$ cat src/rtl/nec_ir_transmitter.sv
// NEC IR frame transmitter: leader, 32 LSB-first data bits (addr, ~addr, cmd, ~cmd), stop mark.
// Drives a carrier-modulated LED output and the raw envelope for receiver loopback.
module nec_ir_transmitter #(
  parameter int UNIT_CYCLES  = 28125,
  parameter int CARRIER_HALF = 658,
  parameter int MODULATE     = 1
) (
  input  logic       clk,
  input  logic       rst,
  input  logic       tx_valid,
  output logic       tx_ready,
  input  logic [7:0] address,
  input  logic [7:0] command,
  output logic       ir_tx,
  output logic       ir_envelope,
  output logic       busy,
  output logic       done
);

  typedef enum logic [2:0] {
    S_IDLE,
    S_LEADER_MARK,
    S_LEADER_SPACE,
    S_BIT_MARK,
    S_BIT_SPACE,
    S_STOP_MARK
  } state_t;

  localparam int UNIT_W = $clog2(UNIT_CYCLES);
  localparam int CAR_W  = (CARRIER_HALF > 1) ? $clog2(CARRIER_HALF) : 1;
  localparam logic [UNIT_W-1:0] UNIT_LAST = UNIT_W'(UNIT_CYCLES - 1);
  localparam logic [CAR_W-1:0]  CAR_LAST  = CAR_W'(CARRIER_HALF - 1);

  state_t              state_q, state_d;
  logic [UNIT_W-1:0]   unit_cnt_q, unit_cnt_d;
  logic [3:0]          units_left_q, units_left_d;
  logic [4:0]          bit_idx_q, bit_idx_d;
  logic [31:0]         shift_q, shift_d;
  logic [CAR_W-1:0]    car_cnt_q, car_cnt_d;
  logic                carrier_q, carrier_d;
  logic                env_q, env_d;
  logic                ir_tx_q, ir_tx_d;
  logic                busy_q, busy_d;
  logic                done_q, done_d;

  logic unit_tick;
  logic advance;
  logic mark_d;

  always_ff @(posedge clk or posedge rst) begin
    if (rst) begin
      state_q      <= S_IDLE;
      unit_cnt_q   <= '0;
      units_left_q <= '0;
      bit_idx_q    <= '0;
      shift_q      <= '0;
      car_cnt_q    <= '0;
      carrier_q    <= 1'b0;
      env_q        <= 1'b0;
      ir_tx_q      <= 1'b0;
      busy_q       <= 1'b0;
      done_q       <= 1'b0;
    end else begin
      state_q      <= state_d;
      unit_cnt_q   <= unit_cnt_d;
      units_left_q <= units_left_d;
      bit_idx_q    <= bit_idx_d;
      shift_q      <= shift_d;
      car_cnt_q    <= car_cnt_d;
      carrier_q    <= carrier_d;
      env_q        <= env_d;
      ir_tx_q      <= ir_tx_d;
      busy_q       <= busy_d;
      done_q       <= done_d;
    end
  end

  // units_left holds (remaining units - 1) of the current state; a state ends
  // on the unit tick that finds it at zero.
  always_comb begin
    state_d      = state_q;
    unit_cnt_d   = unit_cnt_q;
    units_left_d = units_left_q;
    bit_idx_d    = bit_idx_q;
    shift_d      = shift_q;
    unit_tick    = (unit_cnt_q == UNIT_LAST);
    advance      = unit_tick && (units_left_q == 4'd0);

    if (state_q != S_IDLE) begin
      if (unit_tick) begin
        unit_cnt_d = '0;
        if (units_left_q != 4'd0) begin
          units_left_d = units_left_q - 4'd1;
        end
      end else begin
        unit_cnt_d = unit_cnt_q + 1'b1;
      end
    end

    case (state_q)
      S_IDLE: begin
        if (tx_valid) begin
          state_d      = S_LEADER_MARK;
          shift_d      = {~command, command, ~address, address};
          unit_cnt_d   = '0;
          units_left_d = 4'd15;
          bit_idx_d    = '0;
        end
      end
      S_LEADER_MARK: begin
        if (advance) begin
          state_d      = S_LEADER_SPACE;
          units_left_d = 4'd7;
        end
      end
      S_LEADER_SPACE: begin
        if (advance) begin
          state_d      = S_BIT_MARK;
          units_left_d = 4'd0;
        end
      end
      S_BIT_MARK: begin
        if (advance) begin
          state_d      = S_BIT_SPACE;
          units_left_d = shift_q[0] ? 4'd2 : 4'd0;
        end
      end
      S_BIT_SPACE: begin
        if (advance) begin
          shift_d      = {1'b0, shift_q[31:1]};
          bit_idx_d    = bit_idx_q + 5'd1;
          units_left_d = 4'd0;
          state_d      = (bit_idx_q == 5'd31) ? S_STOP_MARK : S_BIT_MARK;
        end
      end
      S_STOP_MARK: begin
        if (advance) begin
          state_d = S_IDLE;
        end
      end
      default: begin
        state_d = S_IDLE;
      end
    endcase
  end

  // Outputs are computed from next-state values so the registers line up
  // exactly with the state they describe.
  always_comb begin
    mark_d    = (state_d == S_LEADER_MARK) || (state_d == S_BIT_MARK) ||
                (state_d == S_STOP_MARK);
    car_cnt_d = '0;
    carrier_d = 1'b0;
    if (mark_d && !env_q) begin
      carrier_d = 1'b1;
    end else if (mark_d) begin
      if (car_cnt_q == CAR_LAST) begin
        carrier_d = ~carrier_q;
      end else begin
        car_cnt_d = car_cnt_q + 1'b1;
        carrier_d = carrier_q;
      end
    end
    env_d   = mark_d;
    ir_tx_d = (MODULATE != 0) ? (mark_d & carrier_d) : mark_d;
    busy_d  = (state_d != S_IDLE);
    done_d  = (state_d == S_STOP_MARK) && (unit_cnt_d == UNIT_LAST) &&
              (units_left_d == 4'd0);
  end

  assign tx_ready    = (state_q == S_IDLE);
  assign ir_tx       = ir_tx_q;
  assign ir_envelope = env_q;
  assign busy        = busy_q;
  assign done        = done_q;

endmodule

$ cat config.mk
export PLATFORM = sky130hd
export DESIGN_NAME = nec_ir_transmitter
export DESIGN_NICKNAME = d
export VERILOG_FILES = /design/src/rtl/nec_ir_transmitter.sv
export SDC_FILE = /design/constraint.sdc
export NUM_CORES = 1
export LEC_CHECK = 0
export BUFFER_PORTS_ARGS = -buffer_cell sky130_fd_sc_hd__buf_2
export CAP_MARGIN = 30
export CORE_MARGIN = 5
export CORE_UTILIZATION = 60
export CTS_CLUSTER_DIAMETER = 40
export DETAILED_ROUTE_END_ITERATION = 6
export PLACE_DENSITY = 0.78
export SETUP_SLACK_MARGIN = 0.4
export SLEW_MARGIN = 20
export SYNTH_ARGS = -nofsm -noshare
export SYNTH_HDL_FRONTEND = slang
export SYNTH_SLANG_ARGS = --single-unit
$ cat constraint.sdc
create_clock -name clk -period 7.4 [get_ports clk]
set_input_delay 1.11 -clock clk [delete_from_list [all_inputs] [get_ports clk]]
set_output_delay 1.11 -clock clk [all_outputs]
set_load 0.01 [all_outputs]
==> reports/qor.txt <==
run status -> finished, final reports clean
post-route clock period utilization -> 0.4014
global placer's final weighted congestion -> 0.8397
register area share after synthesis -> 0.5077
I/O pins -> 24
post-cts sizing count -> 0
Post-route DRC -> 0
largest net degree at the start of global routing -> 75
GRT busiest layer -> met2
Slew Limit Fails -> 0
Distinct cells, synth -> 56
Setup Viol. Count Final -> 0
Sink Count -> 74
DRT antenna net count -> 0
CTS tree -> built
area delta synth->final -> 10.70%
final worst path period need -> 2971 ps
grt ovf -> 0
Fin Setup TNS -> 0 ps
met1 Use GR -> 0.2914
layout cells sized above 1 -> 0.1410
Worst-path clk slew -> 80 ps
Hold Vio Cnt, Final -> 0
WS Path Type -> reg -> reg
Fmax -> 0.3366 GHz
Pwr Density -> 265.7 mW/mm2
Placed Area -> 0.003804 mm2
Core ar. -> 0.005921 mm2
cell accounting for the most synthesized area -> dfrtp_1
Post-synth EDFFs -> 0
final wirelength -> 7552 um
RSZ-0062 raised after global routing -> no
post-layout instance area -> 0.004038 mm2
Worst EP required -> 7590 ps
met3 Use GR -> 0.04610
Syn Inst Count -> 364
Die Height -> 87.97 um
Yosys reg bits -> 74
wire per inst -> 16.24 um
initial antenna violation count -> 0
Initial DRC Count -> 214
syn_nets -> 390
Max-cap violations -> 0
asr flop ratio synth -> 1.000
met2 GRT Util -> 0.3144
# Post-CTS Setup Buffers -> 0
most area-consuming cells after synthesis -> dfrtp_1, nor2_1, nand2_1, xor2_1, a221o_1
FP Rows -> 28
hold buffer count at cts -> 0
vias in the first global route -> 2,761
post-DP HPWL -> 5074 um
worst-margin pin slew -> 773.1 ps
clk_skew -> 18.02 ps
maximum VDD drop -> 0.1433 mV
top-count cell post-synth -> dfrtp_1
highest fanout seen on the critical path -> 23
vias per cell -> 6.127
first-pass GRT wire length -> 12,780 um
synth warn -> 0
die area -> 0.007738 mm2
# port buffers -> 23
Post-synth top cells -> dfrtp_1, nor2_1, nand2_1, inv_1, nand3_1
P_leak -> 0.001827 uW
Max clock buf depth -> 2
Rel. slew slack -> 0.4846
Synth Flop Type -> dfrtp_1
antenna cells -> 0
Num CTS Buffers -> 9
Avg Cell Area, Syn -> 10.02 um2
Hold Path Class -> reg -> reg
routed via count -> 2,849
CP Capture Type -> register
Worst EP arrival -> 3160 ps
H-Tree Level Count -> 3
starting density of the core -> 0.6160
first-pass detailed-route iteration total -> 4
CP startpoint kind -> register
Synth top area share -> 0.5077
Cell Area, Synth -> 0.003647 mm2
CTS root buf -> clkbuf_8
final-layout fill cell count -> 448
nets -> 411
clock latency on the worst-skew pair -> 360 ps
GRT Total Usage -> 0.2114
Die Span X -> 87.97 um
==> worst max-delay path, stage by stage (launching register included) <==
cell	delay [ps]
dfrtp_1	430
inv_1	120
ha_1	180
nand3b_1	160
nor4_1	700
and4_2	330
and3_1	670
a221oi_1	220
==> cell families after synthesis <==
logic type	after synthesis	share of synthesized area
AOI/OAI and AO/OA	66	0.1475
xor gates and xnor gates	23	0.05523
adders and majority gates	7	0.02401
buffers and inverters	40	0.04322
DFF	74	0.5077
muxes	1	0.002745
and+or+nand+nor	153	0.2196
==> through the flow <==
stage	setup WS (ps)	util	power [uW]	hold slack, ps	instances
global route	4184	0.6820	1133	522.0	465
finish	4429	0.6820	1073	493.0	465
detailed placement	4483	0.6424	741.7	474.0	448
floorplan	4408	-	688.2	450.3	364
global placement	4570	0.6424	730.4	471.6	448
CTS	4443	0.6773	1073	493.7	464
==> final timing paths <==
kind	startpoint	cells after the start	to	slack [ps]
setup / recovery	unit_cnt_q[0]$_DFF_PP0_	7	shift_q[2]$_DFFE_PP0P_	4430
hold / removal	shift_q[6]$_DFFE_PP0P_	2	shift_q[5]$_DFFE_PP0P_	490
setup reg to reg	unit_cnt_q[0]$_DFF_PP0_	7	shift_q[2]$_DFFE_PP0P_	4430
hold reg to reg	shift_q[6]$_DFFE_PP0P_	2	shift_q[5]$_DFFE_PP0P_	490
max in group asynchronous	rst	4	units_left_q[3]$_DFF_PP0_	6080
min in group asynchronous	rst	3	shift_q[29]$_DFFE_PP0P_	780
==> cell usage in the layout (no fill, tap or decap), drive strengths merged, types with 3 or more instances in the layout <==
cell type,n
dfrtp,74
xnor2,10
buf,26
nor2b,4
xor2,13
a21boi,3
o221a,4
nand3,20
o22ai,3
and3,7
nand3b,3
o31ai,3
a221o,11
nand4,7
a221oi,10
nand4b,3
ha,7
nand2,37
or3,4
a21oi,6
o21ai,10
clkbuf,9
nor4,8
nor2,41
nor3,6
inv,28
==> state kept, by name (all words and copies together), names as in the netlist <==
signal and cells:
ir_tx 1, done 1, units_left_q 4, state_q 3, car_cnt_q 10, busy 1, carrier_q 1, shift_q 32
ir_envelope 1, bit_idx_q 5, unit_cnt_q 15
==> cell type report <==
class                      count  area (um2)  area share
inverter                      24       90.09     0.02231
sequential                    74        1852      0.4586
clock inverter                 7       82.58     0.02045
clock buffer                   9       123.9     0.03068
tap                           75       93.84     0.02324
timing repair buffer          26       157.7     0.03905
multi-input combinational    250        1638      0.4056
==> power by group <==
group / total [uW] / switching, uW / leakage (uW) / internal [uW]
combinational: 187 / 98.6 / 0.000853 / 88.0
clock: 332 / 170 / 0.0000988 / 162
sequential: 555 / 81.4 / 0.000875 / 473
==> layer usage <==
layer / vias up / wire [um] / part of all wire
li1: 1354 / - / -
met1: 1414 / 3532 / 0.47
met2: 64 / 3478 / 0.46
met3: 17 / 365 / 0.048
met4: 0 / 176 / 0.023
met5: - / 0 / 0
No activity file was read; power rests on OpenSTA's default activity.
